[src/rtl/cpu_run_ctrl.sv]
// ============================================================================
// cpu_run_ctrl : sequences CPU reset release, runs the core, detects halt or
//                timeout and reports cycle/instruction counts and halt PC.
//                Optional PC-stream signature when TRACE_SIG_EN is defined.
// Revision     : 1.0  initial release
// ============================================================================
`default_nettype none

module cpu_run_ctrl #(
  parameter int                 ADDR_W      = 32,
  parameter int                 INSTR_W     = 32,
  parameter int                 CNT_W       = 32,
  parameter int                 RST_HOLD    = 2,
  parameter int                 MAX_CYCLES  = 1024,
  parameter logic [INSTR_W-1:0] HALT_INSTR  = INSTR_W'(32'hEAFFFFFE),
  parameter int                 STALL_LIMIT = 4
) (
  input  logic               clk,
  input  logic               rst,
  input  logic               start,
  input  logic               abort,
  input  logic [ADDR_W-1:0]  pc_in,
  input  logic [INSTR_W-1:0] instr_in,
  output logic               cpu_rst,
  output logic               running,
  output logic               done,
  output logic               timeout,
  output logic [CNT_W-1:0]   cycle_cnt,
  output logic [CNT_W-1:0]   instr_cnt,
  output logic [ADDR_W-1:0]  halt_pc,
  output logic [31:0]        trace_sig
);

  typedef enum logic [2:0] {
    S_IDLE    = 3'd0,
    S_HOLD    = 3'd1,
    S_RUN     = 3'd2,
    S_DONE    = 3'd3,
    S_TIMEOUT = 3'd4
  } state_t;

  localparam int               HOLD_W     = (RST_HOLD > 1) ? $clog2(RST_HOLD) : 1;
  localparam logic [HOLD_W-1:0] HOLD_LAST = HOLD_W'(RST_HOLD - 1);
  localparam int               STALL_W    = $clog2(STALL_LIMIT + 1);
  localparam logic [STALL_W-1:0] STALL_HIT = STALL_W'(STALL_LIMIT);
  localparam logic [CNT_W-1:0] CNT_MAX    = '1;
  localparam logic [CNT_W-1:0] TMO_AT     = CNT_W'(MAX_CYCLES - 1);
  localparam bit               TMO_EN     = (MAX_CYCLES != 0);

  state_t              state_q, state_d;
  logic [HOLD_W-1:0]   hold_cnt_q, hold_cnt_d;
  logic [STALL_W-1:0]  stall_cnt_q, stall_cnt_d;
  logic [ADDR_W-1:0]   prev_pc_q, prev_pc_d;
  logic                cpu_rst_q, cpu_rst_d;
  logic                running_q, running_d;
  logic                done_q, done_d;
  logic                timeout_q, timeout_d;
  logic [CNT_W-1:0]    cycle_cnt_q, cycle_cnt_d;
  logic [CNT_W-1:0]    instr_cnt_q, instr_cnt_d;
  logic [ADDR_W-1:0]   halt_pc_q, halt_pc_d;

  logic                w_is_halt_instr;
  logic [STALL_W-1:0]  w_stall_next;
  logic                w_halt;
  logic                w_timeout;
  logic                w_start_ok;
  logic                w_run_step;

  // A stall count of zero marks "no PC seen yet in this run", so the first
  // RUN cycle always starts a fresh streak of one.
  always_comb begin
    w_is_halt_instr = (instr_in == HALT_INSTR);
    w_stall_next    = ((stall_cnt_q != '0) && (pc_in == prev_pc_q))
                      ? stall_cnt_q + STALL_W'(1) : STALL_W'(1);
    w_halt          = w_is_halt_instr || (w_stall_next == STALL_HIT);
    w_timeout       = TMO_EN && (cycle_cnt_q == TMO_AT);
    w_start_ok      = start && ((state_q == S_IDLE) || (state_q == S_DONE) ||
                                (state_q == S_TIMEOUT));
    w_run_step      = (state_q == S_RUN) && !abort;
  end

  always_comb begin
    state_d     = state_q;
    hold_cnt_d  = hold_cnt_q;
    stall_cnt_d = stall_cnt_q;
    prev_pc_d   = prev_pc_q;
    done_d      = done_q;
    timeout_d   = timeout_q;
    cycle_cnt_d = cycle_cnt_q;
    instr_cnt_d = instr_cnt_q;
    halt_pc_d   = halt_pc_q;

    case (state_q)
      S_IDLE, S_DONE, S_TIMEOUT: begin
        if (start) begin
          state_d     = S_HOLD;
          hold_cnt_d  = '0;
          done_d      = 1'b0;
          timeout_d   = 1'b0;
          cycle_cnt_d = '0;
          instr_cnt_d = '0;
          halt_pc_d   = '0;
        end
      end
      S_HOLD: begin
        if (abort) begin
          state_d = S_IDLE;
        end else if (hold_cnt_q == HOLD_LAST) begin
          state_d     = S_RUN;
          stall_cnt_d = '0;
        end else begin
          hold_cnt_d = hold_cnt_q + HOLD_W'(1);
        end
      end
      S_RUN: begin
        if (abort) begin
          state_d = S_IDLE;
        end else begin
          stall_cnt_d = w_stall_next;
          prev_pc_d   = pc_in;
          if (cycle_cnt_q != CNT_MAX) begin
            cycle_cnt_d = cycle_cnt_q + CNT_W'(1);
          end
          if (!w_is_halt_instr && (instr_cnt_q != CNT_MAX)) begin
            instr_cnt_d = instr_cnt_q + CNT_W'(1);
          end
          if (w_halt) begin
            state_d   = S_DONE;
            done_d    = 1'b1;
            halt_pc_d = pc_in;
          end else if (w_timeout) begin
            state_d   = S_TIMEOUT;
            timeout_d = 1'b1;
          end
        end
      end
      default: state_d = S_IDLE;
    endcase

    cpu_rst_d = (state_d == S_RUN);
    running_d = (state_d == S_RUN);
  end

  always_ff @(posedge clk or negedge rst) begin
    if (!rst) begin
      state_q     <= S_IDLE;
      hold_cnt_q  <= '0;
      stall_cnt_q <= '0;
      prev_pc_q   <= '0;
      cpu_rst_q   <= 1'b0;
      running_q   <= 1'b0;
      done_q      <= 1'b0;
      timeout_q   <= 1'b0;
      cycle_cnt_q <= '0;
      instr_cnt_q <= '0;
      halt_pc_q   <= '0;
    end else begin
      state_q     <= state_d;
      hold_cnt_q  <= hold_cnt_d;
      stall_cnt_q <= stall_cnt_d;
      prev_pc_q   <= prev_pc_d;
      cpu_rst_q   <= cpu_rst_d;
      running_q   <= running_d;
      done_q      <= done_d;
      timeout_q   <= timeout_d;
      cycle_cnt_q <= cycle_cnt_d;
      instr_cnt_q <= instr_cnt_d;
      halt_pc_q   <= halt_pc_d;
    end
  end

  assign cpu_rst   = cpu_rst_q;
  assign running   = running_q;
  assign done      = done_q;
  assign timeout   = timeout_q;
  assign cycle_cnt = cycle_cnt_q;
  assign instr_cnt = instr_cnt_q;
  assign halt_pc   = halt_pc_q;

`ifdef TRACE_SIG_EN
  logic [31:0] trace_q, trace_d;
  logic [31:0] w_pc32;

  if (ADDR_W >= 32) begin : g_pc_trunc
    assign w_pc32 = pc_in[31:0];
  end else begin : g_pc_pad
    assign w_pc32 = {{(32-ADDR_W){1'b0}}, pc_in};
  end

  always_comb begin
    trace_d = trace_q;
    if (w_start_ok) begin
      trace_d = '0;
    end else if (w_run_step) begin
      trace_d = {trace_q[30:0], trace_q[31]} ^ w_pc32;
    end
  end

  always_ff @(posedge clk or negedge rst) begin
    if (!rst) begin
      trace_q <= '0;
    end else begin
      trace_q <= trace_d;
    end
  end

  assign trace_sig = trace_q;
`else
  assign trace_sig = 32'h0;
`endif

endmodule

`default_nettype wire

[config.mk]
export PLATFORM = sky130hd
export DESIGN_NAME = cpu_run_ctrl
export DESIGN_NICKNAME = d
export VERILOG_FILES = /design/src/rtl/cpu_run_ctrl.sv
export SDC_FILE = /design/constraint.sdc
export NUM_CORES = 1
export LEC_CHECK = 0
export CAP_MARGIN = 20
export CORE_MARGIN = 10
export CORE_UTILIZATION = 49
export DETAILED_ROUTE_END_ITERATION = 8
export PLACE_DENSITY = 0.81
export REMOVE_ABC_BUFFERS = 1
export SLEW_MARGIN = 20
export SYNTH_ARGS = -nofsm -noshare
export SYNTH_HDL_FRONTEND = slang
export SYNTH_SLANG_ARGS = --single-unit
[constraint.sdc]
create_clock -name clk -period 2.29 [get_ports clk]
set_input_delay 0.458 -clock clk [delete_from_list [all_inputs] [get_ports clk]]
set_output_delay 0.458 -clock clk [all_outputs]
set_load 0.02 [all_outputs]
### Word-level counts from Yosys, hierarchy flattened

Index checks and enable logic that the tools add are counted.

| cells by class | value |
|---|---|
| add/subtract/negate cells | 4 |
| eq/ne operators | 20 |
| muxes and demuxes | 33 |
| bitwise operators | 1 |
| reduce and logical (&&, ||, !) cells | 17 |

Operators by type and width:

| operator | number |
|---|---|
| $mux W32 | 7 |
| $pmux W32 S2 | 3 |
| $add A32 B1 Y32 const B | 2 |
| $ne A32 B32 Y1 const B | 2 |
| $eq A32 B10 Y1 const B | 1 |
| $eq A32 B32 Y1 | 1 |
| $eq A32 B32 Y1 const B | 1 |
| $mux W3 | 10 |
| $reduce_and A4 Y1 | 4 |
| $ne A2 B2 Y1 const B | 7 |
| $eq A3 B2 Y1 const B | 3 |
| $pmux W3 S3 | 1 |
| $mux W1 | 8 |
| $eq A3 B3 Y1 const B | 2 |
| $pmux W1 S2 | 3 |
| $pmux W3 S2 | 1 |
| $reduce_bool A2 Y1 | 3 |
| $reduce_and A5 Y1 | 1 |
| $ne A2 B1 Y1 const B | 2 |
| $add A3 B1 Y3 const B | 1 |
| $eq A3 B1 Y1 const B | 1 |
| $logic_not A3 Y1 | 1 |
| $reduce_and A3 Y1 | 1 |
| $reduce_bool A3 Y1 | 1 |
| 7 further kinds | 8 |

| word-level totals | value |
|---|---|
| register bits | 138 |
| input bits | 68 |
| logic and storage cells | 85 |

### Logic depth before layout (Yosys ltp)

Gate-level depths: netlist of the first run.

| logic depth | value |
|---|---|
| depth after elaboration | 9 |
| mapped depth | 9 |
| depth with buffers taken out | 8 |

### Least setup slack after synthesis of the first run

OpenSTA, ideal clock, no wires.

| timing path | value |
|---|---|
| path kind | reg-to-reg |
| from | register cycle_cnt_q[0] (netlist: cycle_cnt[0]) |
| to | register cycle_cnt_q[27] (netlist: cycle_cnt[27]) |
| setup time | 66 ps |
| data arrival time | 2,062 ps |
| data required time | 2,224 ps |
| path slack | 162 ps |
| cell stages (with the launch flop) | 9 |
| clock period less this slack | 2,128 ps |
| path through | dfrtp_1 > ha_1 > and2_1 > and4_1 > nand4_1 > nand4_1 > buf_2 > or4_1 > nand2_1 |

| between the ends | value |
|---|---|
| longest elaborated chain between the ends | 4 |
| elaborated cells on any way between the ends | 7 |
| those cells by class | add/sub: 1; eq/ne: 2; mux: 3; reduce/logical: 1 |

RTL lines:

| item | line | source |
|---|---|---|
| from (decl) | 58 | `logic [CNT_W-1:0] cycle_cnt_q, cycle_cnt_d;` |
| from (signal assigned) | 166 | `cycle_cnt_q <= cycle_cnt_d;` |
| $add A32 B1 Y32 | 122 | `cycle_cnt_d = cycle_cnt_q + CNT_W'(1);` |
| $mux W32 | 121 | `if (cycle_cnt_q != CNT_MAX) begin` |
| $mux W32 | 116 | `if (abort) begin` |
| $pmux W32 S2 | 93 | `case (state_q)` |

Parallel ways exist; a longest one is shown, timed or not. The select of a mux whose other input is x is not followed.
A chain may end at the register's enable or synchronous reset.

### Final worst setup path of the first run

| timing path | value |
|---|---|
| from | register cycle_cnt_q[0] (netlist: cycle_cnt[0]) |
| to | register cycle_cnt_q[13] (netlist: cycle_cnt[13]) |

The elaborated chain is that of the path after synthesis.

==> flow_summary_export.csv, run 1 <==
group,metric,value,unit
status,status,"complete, no violations",
finish,syn2layout_area_growth,43.09,%
global_route,overflow,0,
worst_setup_path,crit_type,"reg2reg",
finish,drive_gt1_share,14.97,%
route,post-route-drc-count,0,
worst_setup_path,path_delay_family,"simple AND/OR/NAND/NOR gates",
clock_tree,h-tree-depth,4,
placed_design,place.gp.congestion,0.8777,
synth,syn_avg_cell_area,9.455,um^2
clock_tree,clk_pin_slew,0.06,ns
synth,synthCells,769,
clock_tree,cts_buffers,17,
route,firstDrtPassIters,5,
sta,slew_violations,0,
placed_design,dp_hpwl,15710,um
global_route,grt_max_degree,51,
sta,hold_viol_final,0,
die,io_pins,200,
finish,fin_area,10400,um^2
worst_setup_path,crit_chain,"ha_2 > and2_1 > and4_1 > nand4_1 > buf_6 > nand2_1 > or4_1 > a21oi_2",
sta,period_needed,2.193,ns
clock_tree,clkSinkCount,138,
synth,synth_cell_type_count,60,
die,design.core.area,14530,um^2
clock_tree,clock_latency,0.42,ns
sta,setup_viol,0,
route,drt.antenna.violating_nets,0,
synth,ys_seq_elements,138,
die,rows,44,
sta,finalCritPeriodShare,95.79,%
die,die_x,141.8,um
worst_setup_path,crit_arrival,2.54,ns
sta,fin_worst_skew,0.009152,ns
sta,fmax,455.9,MHz
finish,finalNetCount,1088,
clock_tree,cts_tree,"done",
die,dieArea,20110,um^2
synth,synth-async-reset-ratio,100.0,%
worst_setup_path,cp_slowest_cell,"or4_1",
power_and_ir_drop,p_leak,4.683,nW
route,dr.first_iter.drc_count,505,
power_and_ir_drop,ir_drop,604.3,uV
synth,synthFlopType,"dfrtp_1",
worst_setup_path,slowest_delay,0.49,ns
global_route,grt_pass1_wl,35160,um
placed_design,port_buffers,167,
synth,synth_edf_count,0,
worst_hold_path,hold_path_class,"reg2reg",
worst_setup_path,cp_max_fo,10,
synth,netlist_area,7271,um^2
route,routed_wl,21580,um
job,maxCapViolations,0,
finish,fillers,1079,
worst_setup_path,cp-end-kind,"register",
die,fp.dieH,141.8,um
global_route,grt.total_usage,21.26,%
route,vias_per_cell,5.587,
global_route,grt_pass1_vias,7032,
route,routed-via-count,6783,
worst_setup_path,path_buf_inv,1,
clock_tree,cts_setup_buffers,0,
synth,ys_seq_area_share,47.50,%
worst_setup_path,required,2.63,ns
route,wl_per_cell,17.77,um
clock_tree,cts_root_buf,"clkbuf_16",
global_route,antenna_found_initial,1,
power_and_ir_drop,power.density,684.6,nW/um^2
placed_design,placed_area,9691,um^2
die,initial_core_util,50.03,%
synth,yosysWarnings,0,
clock_tree,clk_path_buf_depth,2,
sta,fin_tns_setup,0,ns
worst_setup_path,worstSetupStartpointType,"register",
[cell type report]
class                           instances  area, um^2  area share (%)
Clock inverter                         13       221.5           2.129
Sequential cell                       138        3453           33.19
Multi-Input combinational cell        584        3536           33.99
Tap cell                              184       230.2           2.213
Inverter                               12       45.04          0.4330
Timing Repair Buffer                  263        2462           23.67
Clock buffer                           19       452.9           4.354
Antenna cell                            1       2.502         0.02405
[worst paths after layout]
kind                            slack (ns)                      start                         to  depth (start not counted)
worst max-delay path                   0.1   cycle_cnt[0]$_DFFE_PN0P_  cycle_cnt[13]$_DFFE_PN0P_                          8
worst min-delay path                  0.49  prev_pc_q[11]$_DFFE_PN0P_  prev_pc_q[11]$_DFFE_PN0P_                          2
worst max register to register         0.1   cycle_cnt[0]$_DFFE_PN0P_  cycle_cnt[13]$_DFFE_PN0P_                          8
worst min register to register        0.49  prev_pc_q[11]$_DFFE_PN0P_  prev_pc_q[11]$_DFFE_PN0P_                          2
max in group asynchronous             1.16                        rst    halt_pc[28]$_DFFE_PN0P_                          3
min in group asynchronous             0.52                        rst  cycle_cnt[13]$_DFFE_PN0P_                          2
[report_power, final]
part	leakage, nW	switching, mW	total (mW)	internal (mW)
sequential	1.89	0.152	2.78	2.63
clock	0.332	1.05	3.14	2.09
combinational	2.46	0.665	1.20	0.535
[sequential cells by signal, indices dropped and copies added, names as in the netlist]
signal       count
done             1
running          1
halt_pc         32
state_q          3
prev_pc_q       32
instr_cnt       32
stall_cnt_q      3
timeout          1
cycle_cnt       32
hold_cnt_q       1
[cells in the mapped netlist (3+ instances only)]
library cell,count,area (um^2)
buf_4,33,247.7
nand4b_1,5,43.79
o31ai_1,12,90.09
nor3_1,9,45.04
dfrtp_1,138,3453
and4_1,7,61.31
and2_1,5,31.28
xor2_1,52,455.4
buf_2,15,75.07
nor4_2,3,37.54
nor2_1,44,165.2
or3_1,17,106.4
nor4_1,21,131.4
o21ai_0,23,115.1
o211ai_1,7,52.55
and3_1,13,81.33
a22o_1,34,297.8
nand4_1,35,219.0
or4_1,18,135.1
nand3_1,26,130.1
nand3_2,3,30.03
clkbuf_1,16,60.06
nand2b_1,4,25.02
nor2b_1,4,25.02
xnor2_1,5,43.79
inv_1,12,45.04
ha_1,4,50.05
a21oi_1,31,155.2
nand2_1,138,518.0
[per-stage QoR]
stage | setup slack, ns | utilization (%) | power [mW] | instances | hold WS, ns
after floorplan | -1.493 | - | 3.375 | 734 | 0.1624
after global placement | -0.3289 | 66.68 | 3.971 | 1180 | 0.4024
after detailed placement | -0.4306 | 66.68 | 4.006 | 1180 | 0.4026
after CTS | 0.01934 | 71.38 | 7.145 | 1213 | 0.4982
after global routing | -0.001609 | 71.57 | 7.412 | 1213 | 0.5062
final | 0.09652 | 71.58 | 7.122 | 1214 | 0.4946
[logic make-up (layout without fill, tap and decap cells)]
family | after synthesis | count (layout) | synth area share (%)
AO/OA/AOI/OAI | 123 | 123 | 11.75
XOR/XNOR | 57 | 57 | 6.866
adder cells (fa/ha/maj) | 4 | 4 | 0.6884
buffers and inverters | 78 | 307 | 6.109
flip-flops | 138 | 138 | 47.50
multiplexers | 1 | 1 | 0.1377
other | 1 | 33 | 0.05158
AND/OR/NAND/NOR | 367 | 367 | 26.90
[worst reg2reg max path, stage by stage (launching register included)]
cell	delay [ns]
dfrtp_1	0.41
ha_2	0.22
and2_1	0.21
and4_1	0.24
nand4_1	0.14
buf_6	0.15
nand2_1	0.07
or4_1	0.49
a21oi_2	0.17
[cell usage in the layout (no fill, tap or decap), types with 26 or more instances in the layout]
master / netlist / layout
nand3_1: 26 / 26
buf_4: 33 / 89
nor2_1: 44 / 42
nand2_1: 138 / 138
xor2_1: 52 / 52
a21oi_1: 31 / 30
nand4_1: 35 / 35
conb_1: 1 / 32
dfrtp_1: 138 / 138
a22o_1: 34 / 34
clkdlybuf4s50_1: 0 / 166
[repair_timing]
action / in CTS / in global routing
hold buffers: 1 / 0
resized for setup: 0 / 6
endpoints found under the setup margin: 0 / 44
endpoints found under the hold margin: 40 / 0
[routing by layer]
metal	up-vias	global-route usage, %	routed length [um]
met1	3319	25.03	8983
met5	-	0	0
li1	3199	-	-
met3	39	6.308	1514
met4	0	8.230	428
met2	226	35.68	10650
Note: power is estimated with default switching activity, not from simulation.
==> run 2: changes to the inputs <==
--- a/config.mk
+++ b/config.mk
@@ -8,6 +8,7 @@
 export CAP_MARGIN = 20
 export CORE_MARGIN = 10
 export CORE_UTILIZATION = 49
+export CTS_CLUSTER_SIZE = 10
 export DETAILED_ROUTE_END_ITERATION = 8
 export PLACE_DENSITY = 0.81
 export REMOVE_ABC_BUFFERS = 1
==> results of run 2 <==
No change in the layout: final DEF, timing and power equal those of run 1.
